<file path="config.mk">
export PLATFORM = sky130hd
export DESIGN_NAME = seq_negate32
export DESIGN_NICKNAME = d
export VERILOG_FILES = /design/src/rtl/seq_negate32.sv
export SDC_FILE = /design/constraint.sdc
export NUM_CORES = 1
export LEC_CHECK = 0
export ABC_CLOCK_PERIOD_IN_PS = 7700
export CAP_MARGIN = 20
export CORE_UTILIZATION = 26
export CTS_BUF_LIST = sky130_fd_sc_hd__clkbuf_8 sky130_fd_sc_hd__clkbuf_16
export DETAILED_ROUTE_END_ITERATION = 12
export PLACE_DENSITY_LB_ADDON = 0.08
export SLEW_MARGIN = 20
export SYNTH_ARGS = -nofsm -noshare
export SYNTH_HDL_FRONTEND = slang
export SYNTH_SLANG_ARGS = --single-unit
export TNS_END_PERCENT = 5
</file>
<file path="constraint.sdc">
create_clock -name clk -period 7.7 [get_ports clk]
set_input_delay 1.54 -clock clk [delete_from_list [all_inputs] [get_ports clk]]
set_output_delay 1.54 -clock clk [all_outputs]
set_load 0.01 [all_outputs]
</file>
<file path="src/rtl/seq_negate32.sv">
// Multi-cycle one's-complement / two's-complement negation unit.
// One CHUNK-wide adder slice is reused across cycles with a registered ripple carry.
module seq_negate32 #(
   parameter int WIDTH = 32,
   parameter int CHUNK = 8
) (
   input  logic             clk,
   input  logic             reset,
   input  logic             start,
   input  logic             op,
   input  logic [WIDTH-1:0] a,
   output logic             busy,
   output logic             done,
   output logic [WIDTH-1:0] result,
   output logic             carry,
   output logic             zero,
   output logic             ovf
);

   localparam int N  = WIDTH / CHUNK;
   localparam int CW = (N > 1) ? $clog2(N) : 1;

   typedef enum logic {IDLE, RUN} state_t;

   state_t           state;
   state_t           state_next;
   logic [WIDTH-1:0] a_reg;
   logic             op_reg;
   logic             carry_reg;
   logic [CW-1:0]    cnt;
   logic [CHUNK:0]   sum;
   logic [WIDTH-1:0] res_next;
   logic             last;

   // Current slice sum plus the result as it will look once this slice is written,
   // so the zero flag can be taken from the complete value on the final edge.
   always_comb begin
      state_next = state;
      sum        = {1'b0, ~a_reg[cnt*CHUNK +: CHUNK]} + (CHUNK+1)'(carry_reg);
      res_next   = result;
      res_next[cnt*CHUNK +: CHUNK] = sum[CHUNK-1:0];
      last       = (cnt == CW'(N-1));
      case (state)
         IDLE:    if (start) state_next = RUN;
         RUN:     if (last)  state_next = IDLE;
         default: state_next = IDLE;
      endcase
   end

   // cnt parks on the last chunk index after an operation so it never indexes past the operand.
   always_ff @(posedge clk) begin
      if (reset) begin
         state     <= IDLE;
         a_reg     <= '0;
         op_reg    <= 1'b0;
         carry_reg <= 1'b0;
         cnt       <= '0;
         done      <= 1'b0;
         result    <= '0;
         carry     <= 1'b0;
         zero      <= 1'b0;
         ovf       <= 1'b0;
      end else begin
         state <= state_next;
         done  <= 1'b0;
         case (state)
            IDLE: begin
               if (start) begin
                  a_reg     <= a;
                  op_reg    <= op;
                  carry_reg <= op;
                  cnt       <= '0;
                  result    <= '0;
               end
            end
            RUN: begin
               result    <= res_next;
               carry_reg <= sum[CHUNK];
               if (last) begin
                  done  <= 1'b1;
                  carry <= sum[CHUNK];
                  zero  <= (res_next == '0);
                  ovf   <= op_reg & a_reg[WIDTH-1] & sum[CHUNK-1];
               end else begin
                  cnt <= cnt + CW'(1);
               end
            end
            default: ;
         endcase
      end
   end

   assign busy = (state == RUN);

endmodule

</file>
Yosys cells after proc, flatten, opt, wreduce, memory -nomap -nowiden
Cells that the tools add are included.

Register bits after elaboration: 73. Bits of input ports: 36. Output and inout port bits: 37.

$add $sub $neg: 3. Equality and inequality tests: 3. Shift operators: 3. Muxes and demuxes: 12. Bitwise logic cells: 4. Reductions and logical operators: 5.

Operators by type and width (count): case mux 32 bit (2 select lines) (1); negator 5 -> 34 bit (1); variable shift 8 x 34 -> 32 bit, first input constant (1); indexed part select 8 x 34 -> 32 bit (1); bitwise mux 32 bit (1); logical NOT 32 bit (1); 2-to-1 mux 32 bit (1); indexed part select 32 x 6 -> 8 bit (1); adder 8 x 1 -> 9 bit (1); NOT 8 bit (1); AND reduction 2 bit (3); 2-to-1 mux 1 bit (4); 2-to-1 mux 2 bit (2); != test 2 bit, second input constant (2); case mux 1 bit (2 select lines) (2); case mux 2 bit (2 select lines) (1); adder 2 x 1 -> 2 bit, second input constant (1); AND 1 bit (2); == test 2 bit, second input constant (1); OR reduction 2 bit (1); NOT 1 bit (1).

Depth between registers and ports, before layout
Gate-level depths: netlist of the first run.

Depth in word-level cells: 6. Depth in mapped cells: 12. Mapped depth without buffers: 10.

Worst setup path after synthesis of the first run
OpenSTA, ideal clock, no wires.

Kind: flip-flop to flip-flop. Start: register cnt[0]. End: register zero. Arrival time: 2.670 ns. Data required time: 7.633 ns. Setup slack: 4.963 ns. Cell stages (with the launch flop): 12. Buffers on the path: 2. Cells stage by stage: dfxtp_1 -> buf_6 -> clkbuf_8 -> mux4_2 -> inv_1 -> ha_1 -> ha_1 -> nor3b_4 -> nand2_1 -> mux2_2 -> o32a_1 -> o21ai_2.

Longest elaborated chain between the ends: 6.

RTL lines: start: declaration (line 30) `logic [CW-1:0] cnt;`; start signal: assignment (line 85) `cnt <= cnt + CW'(1);`; indexed part select 32 x 6 -> 8 bit (line 39) `sum = {1'b0, ~a_reg[cnt*CHUNK +: CHUNK]} + (CHUNK+1)'(carry_reg);`; NOT 8 bit (line 39); adder 8 x 1 -> 9 bit (line 39); indexed part select 8 x 34 -> 32 bit (line 41) `res_next[cnt*CHUNK +: CHUNK] = sum[CHUNK-1:0];`; bitwise mux 32 bit (line 41); logical NOT 32 bit (line 82) `zero <= (res_next == '0);`; end signal: assignment (line 82); end: declaration (line 16) `output logic zero,`.

Parallel ways exist; a longest one is shown, timed or not. A chain may end at the register's enable or synchronous reset.

Worst setup path after layout of the first run
Start: input start. End: register result[26].

Longest elaborated chain between the ends: 1.

RTL lines: start: declaration (line 9) `input logic start,`; != test 2 bit (no source line); end signal: assignment (line 77) `result <= res_next;`; end: declaration (line 14) `output logic [WIDTH-1:0] result,`.

Every way passes these cells.

==> qor.log, run 1 <==
INFO  outcome        outcome=completed
INFO  floorplan      die_width=115µm
INFO  timing         fin_hold_ws=452ps
INFO  yosys          synth-seq-cells=73
INFO  yosys          synthesis.yosys.warnings=0
INFO  clock_network  ctsHoldBuffers=0
INFO  layout         final_cells=621
INFO  timing         max_slew.worst_pin.slew=901ps
INFO  yosys          syn-num-nets=426
INFO  routing        detail_route.first_pass.iterations=4
INFO  critical_path  critical_path_class=in -> reg
INFO  layout         layout.filler_cells=1302
INFO  timing         finalCritPeriodShare=42.4%
INFO  layout         antennaDiodeCount=0
INFO  floorplan      die_area=13200µm²
INFO  timing         max-slew-margin-rel=39.4%
INFO  power_and_ir_drop leakage=0.00158µW
INFO  critical_path  timing.reg2reg.setup_slack=4660ps
INFO  yosys          synth_enable_flop_cells=0
INFO  critical_path  timing.critical_path.from_type=input pin
INFO  clock_network  ctsHtreeMaxLevel=3
INFO  clock_network  tritoncts_clock_tree=built
INFO  floorplan      die_boundary_height=115µm
INFO  floorplan      initial_utilization=27.1%
INFO  timing         report.final.setup_viol=0
INFO  timing         max_clock_freq=307MHz
INFO  timing         slew_violations=0
INFO  run            max_cap_violations=0
INFO  critical_path  cp.arrival=3440ps
INFO  clock_network  worst_skew_pair.late_latency=330ps
INFO  yosys          yosys.cell_count.top_type=sky130_fd_sc_hd__nand2_1
INFO  yosys          ys_top_cells_by_area=sky130_fd_sc_hd__dfxtp_1, sky130_fd_sc_hd__nand2_1, sky130_fd_sc_hd__a21oi_1
INFO  layout         area_delta_synth_final=34.1%
INFO  global_routing grt_start_max_net_pins=75
INFO  clock_network  tritoncts_num_sinks=73
INFO  routing        route.detailed.wl_per_inst=15.4µm
INFO  floorplan      ioPinCount=73
INFO  timing         post-route-worst-setup-slack=4440ps
INFO  global_routing grtUsageTotal=15.6%
INFO  critical_path  end_kind=flip-flop
INFO  clock_network  clock_pin_slew_on_the_worst_setup_and_hold_paths=60ps
INFO  yosys          syn-cell-area=3310µm²
INFO  global_routing initial_antenna_violation_count=0
INFO  routing        wirelength=9550µm
INFO  critical_path  worst_r2r_path_depth=9
INFO  yosys          yosys-top-cells-count=sky130_fd_sc_hd__nand2_1, sky130_fd_sc_hd__dfxtp_1, sky130_fd_sc_hd__nor2_1
INFO  clock_network  tritoncts.num_buffers=9
INFO  timing         period_needed=3260ps
INFO  yosys          yosys_most_used_dff=sky130_fd_sc_hd__dfxtp_1
INFO  place          placedCellCount=606
INFO  yosys          ys_seq_area_share=44.2%
INFO  min_path       hold-path-endpoint=a_reg[21]
INFO  floorplan      core_region_area=12200µm²
INFO  floorplan      rows=40
INFO  place          placement.setup.worst_slack=4090ps
INFO  clock_network  cts.path.max_buffers=2
INFO  place          io_buffers=72
INFO  layout         fin_nets=493
INFO  critical_path  crit_required=7880ps
INFO  clock_network  ctsResizeCount=0
INFO  yosys          synthDominantAreaCellType=sky130_fd_sc_hd__dfxtp_1
INFO  critical_path  worst_r2r_endpoint=result[30]
INFO  layout         fraction_of_final_layout_cells_sized_beyond_drive_strength_1=7.95%
INFO  global_routing first_global_vias=2825
INFO  critical_path  worstPathMaxFanout=33
INFO  yosys          synth_top_area_share=44.2%
INFO  place          post-dp-hpwl=6610µm
INFO  routing        ant_nets=0
INFO  routing        vias=2956
INFO  clock_network  post_cts_buffers=0
INFO  routing        drc=0
INFO  power_and_ir_drop cellPowerDensity=211nW/µm²
INFO  min_path       hold_path_depth=2
INFO  clock_network  cts_root_buffer=sky130_fd_sc_hd__clkbuf_16
INFO  yosys          synth.lib_cells_used.distinct=45
INFO  min_path       timing.hold.worst.class=reg -> reg
INFO  routing        vias_per_cell=4.76
INFO  min_path       hold_path_startpoint=a_reg[21]
INFO  power_and_ir_drop finalPower=934µW
INFO  power_and_ir_drop ir_worst_vdd=0.0947mV
INFO  timing         clock_skew=9.12ps
INFO  yosys          synthesis.instances=382
INFO  timing         grt_setup_unrepaired=no
INFO  timing         timing.setup.tns=0ps
INFO  timing         final_hold_violation_count=0
INFO  yosys          asyncSetResetFlopFracSynth=0%
INFO  critical_path  critical_path.reg2reg.startpoint=cnt[1]
INFO  place          place.gp.congestion=0.813
INFO  routing        number_of_design_rule_violations_left_by_the_first_detailed_router_iteration=218
INFO  global_routing grt_pass1_wl=15500µm
INFO  global_routing overflow=0
INFO  yosys          syn-mean-instance-area=8.66µm²
[cell usage in the layout (no fill, tap or decap), types with 4 or more instances in the layout]
| cell type | netlist | layout |
|---|---|---|
| sky130_fd_sc_hd__a21oi_1 | 45 | 45 |
| sky130_fd_sc_hd__clkdlybuf4s50_1 | 0 | 71 |
| sky130_fd_sc_hd__a31oi_1 | 4 | 4 |
| sky130_fd_sc_hd__clkbuf_16 | 0 | 9 |
| sky130_fd_sc_hd__mux4_2 | 7 | 7 |
| sky130_fd_sc_hd__ha_1 | 8 | 8 |
| sky130_fd_sc_hd__nor2_1 | 51 | 50 |
| sky130_fd_sc_hd__a22oi_1 | 29 | 29 |
| sky130_fd_sc_hd__nor4_1 | 5 | 4 |
| sky130_fd_sc_hd__dfxtp_1 | 73 | 73 |
| sky130_fd_sc_hd__nor3_1 | 9 | 9 |
| sky130_fd_sc_hd__inv_1 | 9 | 11 |
| sky130_fd_sc_hd__nand3b_1 | 4 | 4 |
| sky130_fd_sc_hd__nor2b_1 | 4 | 4 |
| sky130_fd_sc_hd__nand2_1 | 75 | 74 |
| sky130_fd_sc_hd__o21ai_0 | 4 | 4 |
[critical path, cell delays in order]
cell	delay [ps]
sky130_fd_sc_hd__clkdlybuf4s50_1	620
sky130_fd_sc_hd__inv_1	140
sky130_fd_sc_hd__nor2_2	200
sky130_fd_sc_hd__buf_4	360
sky130_fd_sc_hd__a21oi_1	230
sky130_fd_sc_hd__a22oi_1	280
sky130_fd_sc_hd__nor2_1	60
[layer usage]
metal / global-route usage, % / vias up / wire length [µm]
met5: 0 / - / 0
met1: 20.5 / 1371 / 4520
met4: 5.97 / 0 / 146
li1: - / 1481 / -
met2: 25.4 / 94 / 4450
met3: 3.00 / 10 / 437
[how the worst max path moves through the flow]
| stage | startpoint | to | slack, ps | depth (start not counted) |
|---|---|---|---|---|
| after floorplan | cnt[0] | zero | 4960 | 11 |
| after global placement | start | result[28] | 4180 | 7 |
| after detailed placement | start | result[26] | 4090 | 7 |
| after CTS | start | result[26] | 4440 | 7 |
| after global routing | start | result[26] | 4220 | 7 |
| final | start | result[26] | 4440 | 7 |
[layout make-up]
class | instances | area [µm²] | share of cell area, %
multi-input cells | 280 | 1710 | 38.6
flip-flops and latches | 73 | 1460 | 32.9
repair buffers | 75 | 738 | 16.6
clock buffers | 9 | 225 | 5.08
well taps | 168 | 210 | 4.74
clock inverters | 6 | 52.6 | 1.18
inverters | 10 | 37.5 | 0.846
[cells by family after synthesis]
| kind of cell | Yosys count | share of synthesized area [%] |
|---|---|---|
| mux | 11 | 7.00 |
| buf+inv | 29 | 4.42 |
| xor+xnor | 7 | 2.08 |
| flops | 73 | 44.2 |
| compound gates | 94 | 17.8 |
| simple gates | 160 | 21.5 |
| fa+ha+maj | 8 | 3.03 |
[metrics by stage]
| stage | util (%) | cell area, µm² |
|---|---|---|
| 6_report | 36.3 | 4440 |
| 3_5_place_dp | 34.1 | 4160 |
| 5_1_grt | 36.3 | 4440 |
| 4_1_cts | 36.3 | 4440 |
| 2_1_floorplan | - | 3310 |
| 3_3_place_gp | 34.0 | 4150 |
[where the power goes]
part	switching [µW]	internal (µW)	total (µW)	leakage [µW]
Clock	152	245	396	0.000147
Combinational	77.2	56.9	134	0.000838
Sequential	11.2	392	404	0.000595
Total	240	694	934	0.00158
Note: power is estimated with default switching activity, not from simulation.
==> inputs of run 2 (changes only) <==
ABC_CLOCK_PERIOD_IN_PS = 2650   (was 7700)
clock period = 2.65 ns   (was 7.7 ns; I/O delays follow)
==> run 2 against run 1 <==
  * Combinational power increased to 3.2 times the previous value
  * Register-to-register slack got worse by 4400 ps
  * Power increased to 3.3 times the previous value
  * Sequential share of layout area decreased by 1.8 points
  * Count of clock-buffer cells in the layout increased by 3
  * Die area unchanged
  * Non-clock buffer count increased by 20
  * First-iteration DRC count decreased by 9.6%
  * Critical path type is now reg -> reg
  * Largest cell class unchanged
==> qor.log, run 2 (synthesis results as in run 1) <==
INFO  timing         finalCritPeriodShare=92.1%
INFO  timing         clock_skew=6.72ps
INFO  layout         final_cells=642
INFO  critical_path  timing.reg2reg.setup_slack=210ps
INFO  layout         area_delta_synth_final=41.8%
INFO  timing         timing.setup.tns=0ps
INFO  critical_path  critical_path.n_buffers_inverters=1
INFO  timing         max_slew.worst_pin.slew=572ps
INFO  routing        vias_per_cell=4.72
INFO  power_and_ir_drop leakage=0.00171µW
INFO  layout         layout_common_cells=sky130_fd_sc_hd__nand2_1, sky130_fd_sc_hd__dfxtp_1, sky130_fd_sc_hd__clkdlybuf4s50_1, sky130_fd_sc_hd__nor2_1, sky130_fd_sc_hd__a21oi_1
INFO  timing         max_clock_freq=410MHz
INFO  clock_network  ctsResizeCount=0
INFO  routing        wirelength=9720µm
INFO  place          io_buffers=72
INFO  layout         antennaDiodeCount=0
INFO  critical_path  slowest_stage=sky130_fd_sc_hd__mux4_2
INFO  critical_path  worst_path_largest_cell_delay=500ps
INFO  floorplan      core_region_area=12200µm²
INFO  critical_path  worstPathMaxFanout=5
INFO  timing         post-route-worst-setup-slack=210ps
INFO  place          place.gp.congestion=0.831
INFO  global_routing grt_start_max_net_pins=34
INFO  power_and_ir_drop finalPower=3060µW
INFO  global_routing first_global_vias=2976
INFO  floorplan      die_width=115µm
INFO  critical_path  end_kind=flip-flop
INFO  critical_path  critical_path.cell_chain=mux4_2, inv_1, ha_4, ha_2, nor3b_4, nand2_1, mux2_2, o32a_1, o21ai_2
INFO  layout         fin_nets=513
INFO  routing        number_of_design_rule_violations_left_by_the_first_detailed_router_iteration=197
INFO  clock_network  tritoncts_num_sinks=73
INFO  clock_network  clock_pin_slew_on_the_worst_setup_and_hold_paths=60ps
INFO  critical_path  timing.critical_path.from_type=flip-flop
INFO  routing        detail_route.first_pass.iterations=4
INFO  floorplan      die_area=13200µm²
INFO  critical_path  crit_cells=9
INFO  place          placedCellCount=626
INFO  global_routing initial_antenna_violation_count=0
INFO  timing         slew_violations=0
INFO  min_path       hold_path_startpoint=op_reg
INFO  routing        ant_nets=0
INFO  clock_network  post_cts_buffers=0
INFO  routing        drc=0
INFO  timing         period_needed=2440ps
INFO  clock_network  tritoncts_clock_tree=built
INFO  critical_path  critical-path-top-delay-family=multiplexers
INFO  floorplan      die_boundary_height=115µm
INFO  critical_path  critical_path_class=reg -> reg
INFO  min_path       hold_path_depth=2
INFO  critical_path  cp.arrival=2710ps
INFO  global_routing grt_pass1_wl=15800µm
INFO  timing         report.final.setup_viol=0
INFO  timing         grt_setup_unrepaired=no
INFO  clock_network  cts_root_buffer=sky130_fd_sc_hd__clkbuf_16
INFO  critical_path  worst_r2r_path_depth=9
INFO  global_routing overflow=0
INFO  place          post-dp-hpwl=7220µm
INFO  timing         fin_hold_ws=455ps
INFO  floorplan      rows=40
INFO  min_path       hold-path-endpoint=op_reg
INFO  clock_network  tritoncts.num_buffers=9
INFO  power_and_ir_drop ir_worst_vdd=0.278mV
INFO  critical_path  crit_required=2920ps
INFO  clock_network  worst_skew_pair.late_latency=330ps
INFO  global_routing grtUsageTotal=16.0%
INFO  power_and_ir_drop cellPowerDensity=652nW/µm²
INFO  floorplan      ioPinCount=73
INFO  clock_network  ctsHtreeMaxLevel=3
INFO  layout         layout_commonest_cell=sky130_fd_sc_hd__nand2_1
INFO  timing         max-slew-margin-rel=61.5%
INFO  clock_network  ctsHoldBuffers=0
INFO  clock_network  cts.path.max_buffers=2
INFO  critical_path  worst_r2r_endpoint=zero
INFO  outcome        outcome=completed
INFO  min_path       timing.hold.worst.class=reg -> reg
INFO  timing         final_hold_violation_count=0
INFO  critical_path  critical_path.reg2reg.startpoint=cnt[0]
INFO  routing        route.detailed.wl_per_inst=15.1µm
INFO  place          placement.setup.worst_slack=162ps
INFO  run            max_cap_violations=0
INFO  floorplan      initial_utilization=27.1%
INFO  layout         fraction_of_final_layout_cells_sized_beyond_drive_strength_1=12.7%
INFO  routing        vias=3032
## run 2: how the worst max path moves through the flow
stage,start,end,slack (ps)
finish,cnt[0],zero,210
global route,cnt[0],result[7],20
CTS,cnt[0],result[7],150
detailed placement,cnt[0],zero,160
global placement,cnt[0],zero,200
floorplan,cnt[0],zero,20
## run 2: power by group
| part | switching, µW | internal [µW] |
|---|---|---|
| clock network | 455 | 996 |
| registers | 32.3 | 1140 |
| logic | 234 | 202 |
| total | 721 | 2340 |
## run 2: worst reg2reg max path: cells and delay by family, from the launching register on
kind	cells	cell delay [ps]
compound gates	2	430
fa+ha+maj	2	360
buf+inv	1	110
flops	1	350
mux	2	770
simple gates	2	360
## run 2: layout make-up
| cell class | instances | area [µm²] |
|---|---|---|
| clock inverters | 4 | 97.6 |
| flip-flops and latches | 73 | 1460 |
| well taps | 168 | 210 |
| fillers | 1289 | 7520 |
| repair buffers | 95 | 888 |
| multi-input cells | 280 | 1730 |
| inverters | 10 | 37.5 |
| clock buffers | 12 | 267 |
## run 2: stage by stage
step	util, %	instance area [µm²]
after global routing	38.4	4690
after CTS	38.3	4680
final	38.4	4690
after detailed placement	35.3	4320
after global placement	35.3	4320
after floorplan	-	3320
## run 2: layer usage
metal / global-route usage, % / share of wire, % / vias up
met4: 3.38 / 0.72 / 0
met1: 20.6 / 44 / 1443
met2: 26.4 / 49 / 72
li1: - / - / 1511
met3: 5.11 / 5.7 / 6
met5: 0 / 0 / -
==> inputs of run 3 (changes only) <==
CAP_MARGIN = default   (was 20)
GPL_TIMING_DRIVEN = 1   (was default)
REMOVE_ABC_BUFFERS = 1   (was default)
==> run 3 against run 2 <==
  * Largest power group unchanged
  * Clock power fell by 11%
  * First-iteration DRC count shrank 4.6%
  * Sequential cell count unchanged
  * Highest routed layer unchanged
  * Critical endpoint is now result[30]
  * Largest cell class unchanged
  * Die area unchanged
  * Combinational power is 6.9% lower
  * Sequential power hardly changed
  * Non-clock buffer count fell by 7
==> qor.log, run 3 (synthesis results as in run 1) <==
INFO  timing         post-route-worst-setup-slack=185ps
INFO  place          placedCellCount=619
INFO  layout         fraction_of_final_layout_cells_sized_beyond_drive_strength_1=10.3%
INFO  critical_path  crit_required=2910ps
INFO  clock_network  ctsResizeCount=0
INFO  routing        vias=3021
INFO  global_routing initial_antenna_violation_count=0
INFO  clock_network  clock_pin_slew_on_the_worst_setup_and_hold_paths=60ps
INFO  layout         layout_common_cells=sky130_fd_sc_hd__nand2_1, sky130_fd_sc_hd__dfxtp_1, sky130_fd_sc_hd__clkdlybuf4s50_1, sky130_fd_sc_hd__nor2_1, sky130_fd_sc_hd__a21oi_1
INFO  timing         period_needed=2460ps
INFO  timing         slew_violations=0
INFO  layout         area_delta_synth_final=37.9%
INFO  global_routing grtUsageTotal=15.1%
INFO  critical_path  timing.critical_path.from_type=flip-flop
INFO  min_path       timing.hold.worst.class=reg -> reg
INFO  routing        detail_route.first_pass.iterations=4
INFO  floorplan      rows=40
INFO  clock_network  tritoncts_num_sinks=73
INFO  power_and_ir_drop cellPowerDensity=630nW/µm²
INFO  power_and_ir_drop ir_worst_vdd=0.225mV
INFO  timing         fin_hold_ws=452ps
INFO  timing         finalCritPeriodShare=93.0%
INFO  layout         layout_commonest_cell=sky130_fd_sc_hd__nand2_1
INFO  place          detailed_place.area=4250µm²
INFO  layout         final_util=37.3%
INFO  power_and_ir_drop leakage=0.00165µW
INFO  routing        ant_nets=0
INFO  clock_network  ctsHtreeMaxLevel=3
INFO  timing         max_clock_freq=406MHz
INFO  timing         grt_setup_unrepaired=yes
INFO  floorplan      core_region_area=12200µm²
INFO  global_routing grt_start_max_net_pins=44
INFO  timing         max_slew.worst_pin.slew=779ps
INFO  timing         report.final.setup_viol=0
INFO  critical_path  critical_path_class=reg -> reg
INFO  critical_path  worstPathMaxFanout=6
INFO  timing         final_hold_violation_count=0
INFO  clock_network  tritoncts.num_buffers=9
INFO  place          post-dp-hpwl=6950µm
INFO  floorplan      die_area=13200µm²
INFO  outcome        outcome=completed
INFO  clock_network  cts.path.max_buffers=2
INFO  layout         antennaDiodeCount=0
INFO  timing         max-slew-margin-rel=48.0%
INFO  timing         clock_skew=7.05ps
INFO  global_routing overflow=0
INFO  layout         final_cells=635
INFO  run            max_cap_violations=0
INFO  routing        vias_per_cell=4.76
INFO  critical_path  end_kind=flip-flop
INFO  clock_network  worst_skew_pair.late_latency=330ps
INFO  floorplan      die_width=115µm
INFO  layout         fin_nets=506
INFO  routing        number_of_design_rule_violations_left_by_the_first_detailed_router_iteration=188
INFO  clock_network  cts_root_buffer=sky130_fd_sc_hd__clkbuf_16
INFO  floorplan      ioPinCount=73
INFO  floorplan      die_boundary_height=115µm
INFO  place          placement.setup.worst_slack=162ps
INFO  global_routing first_global_vias=2967
INFO  global_routing grt_pass1_wl=15300µm
INFO  place          io_buffers=72
INFO  routing        route.detailed.wl_per_inst=14.9µm
INFO  floorplan      initial_utilization=27.1%
INFO  routing        drc=0
INFO  place          place.gp.congestion=0.821
INFO  clock_network  tritoncts_clock_tree=built
INFO  routing        wirelength=9490µm
INFO  critical_path  cp.arrival=2730ps
INFO  layout         postLayoutCellArea=4560µm²
## run 3: changes by cell type in the layout (fill, tap and decap cells not counted), moves of 2 or more
cell,before,now
sky130_fd_sc_hd__ha_1,6,8
sky130_fd_sc_hd__buf_4,23,16
sky130_fd_sc_hd__clkbuf_8,3,0
sky130_fd_sc_hd__inv_1,9,11
## run 3: metal layers
layer | GRT usage [%] | up-vias | part of all wire [%]
met1 | 19.3 | 1404 | 46
met2 | 24.5 | 92 | 46
met5 | 0 | - | 0
met4 | 6.49 | 0 | 2.1
met3 | 3.48 | 19 | 5.5
li1 | - | 1506 | -
## run 3: final timing paths
kind	startpoint	end	slack, ps	depth (start not counted)
hold / removal	a_reg[21]	a_reg[21]	450	2
setup / recovery	cnt[0]	result[30]	190	9
hold reg to reg	a_reg[21]	a_reg[21]	450	2
setup reg to reg	cnt[0]	result[30]	190	9
## run 3: what timing repair did
item / 4_1_cts / 5_1_grt
hold endpoints to repair: 0 / 0
hold buffers: 0 / 0
setup buffers: 0 / 0
endpoints found under the setup margin: 0 / 3
## run 3: worst max-delay path: stages, from the launching register on
cell and delay [ps]:
sky130_fd_sc_hd__dfxtp_1 370, sky130_fd_sc_hd__buf_4 190, sky130_fd_sc_hd__mux4_2 500, sky130_fd_sc_hd__inv_1 70, sky130_fd_sc_hd__ha_1 190, sky130_fd_sc_hd__nor3b_4 260, sky130_fd_sc_hd__nand2_1 110, sky130_fd_sc_hd__xor2_1 420
sky130_fd_sc_hd__a22oi_1 160, sky130_fd_sc_hd__nor2_1 120
## run 3: final cells by class
| class | instances | area (µm²) |
|---|---|---|
| Fill cell | 1292 | 7650 |
| Multi-Input combinational cell | 280 | 1700 |
| Sequential cell | 73 | 1460 |
| Timing Repair Buffer | 88 | 836 |
| Clock buffer | 9 | 225 |
| Tap cell | 168 | 210 |
| Clock inverter | 7 | 87.6 |
| Inverter | 10 | 37.5 |
## run 3: per-stage QoR
stage | TNS, ps | power, µW
floorplan | -261 | 1400
global placement | 0 | 1610
detailed placement | 0 | 1610
CTS | 0 | 2900
global route | -43.9 | 2990
finish | 0 | 2870
## run 3: power by group
| part | internal, µW | leakage (µW) | total (µW) | switching [µW] |
|---|---|---|---|---|
| Combinational | 184 | 0.000902 | 405 | 221 |
| Clock | 816 | 0.000154 | 1290 | 477 |
| Sequential | 1140 | 0.000595 | 1170 | 32.9 |
| Total | 2140 | 0.00165 | 2870 | 731 |
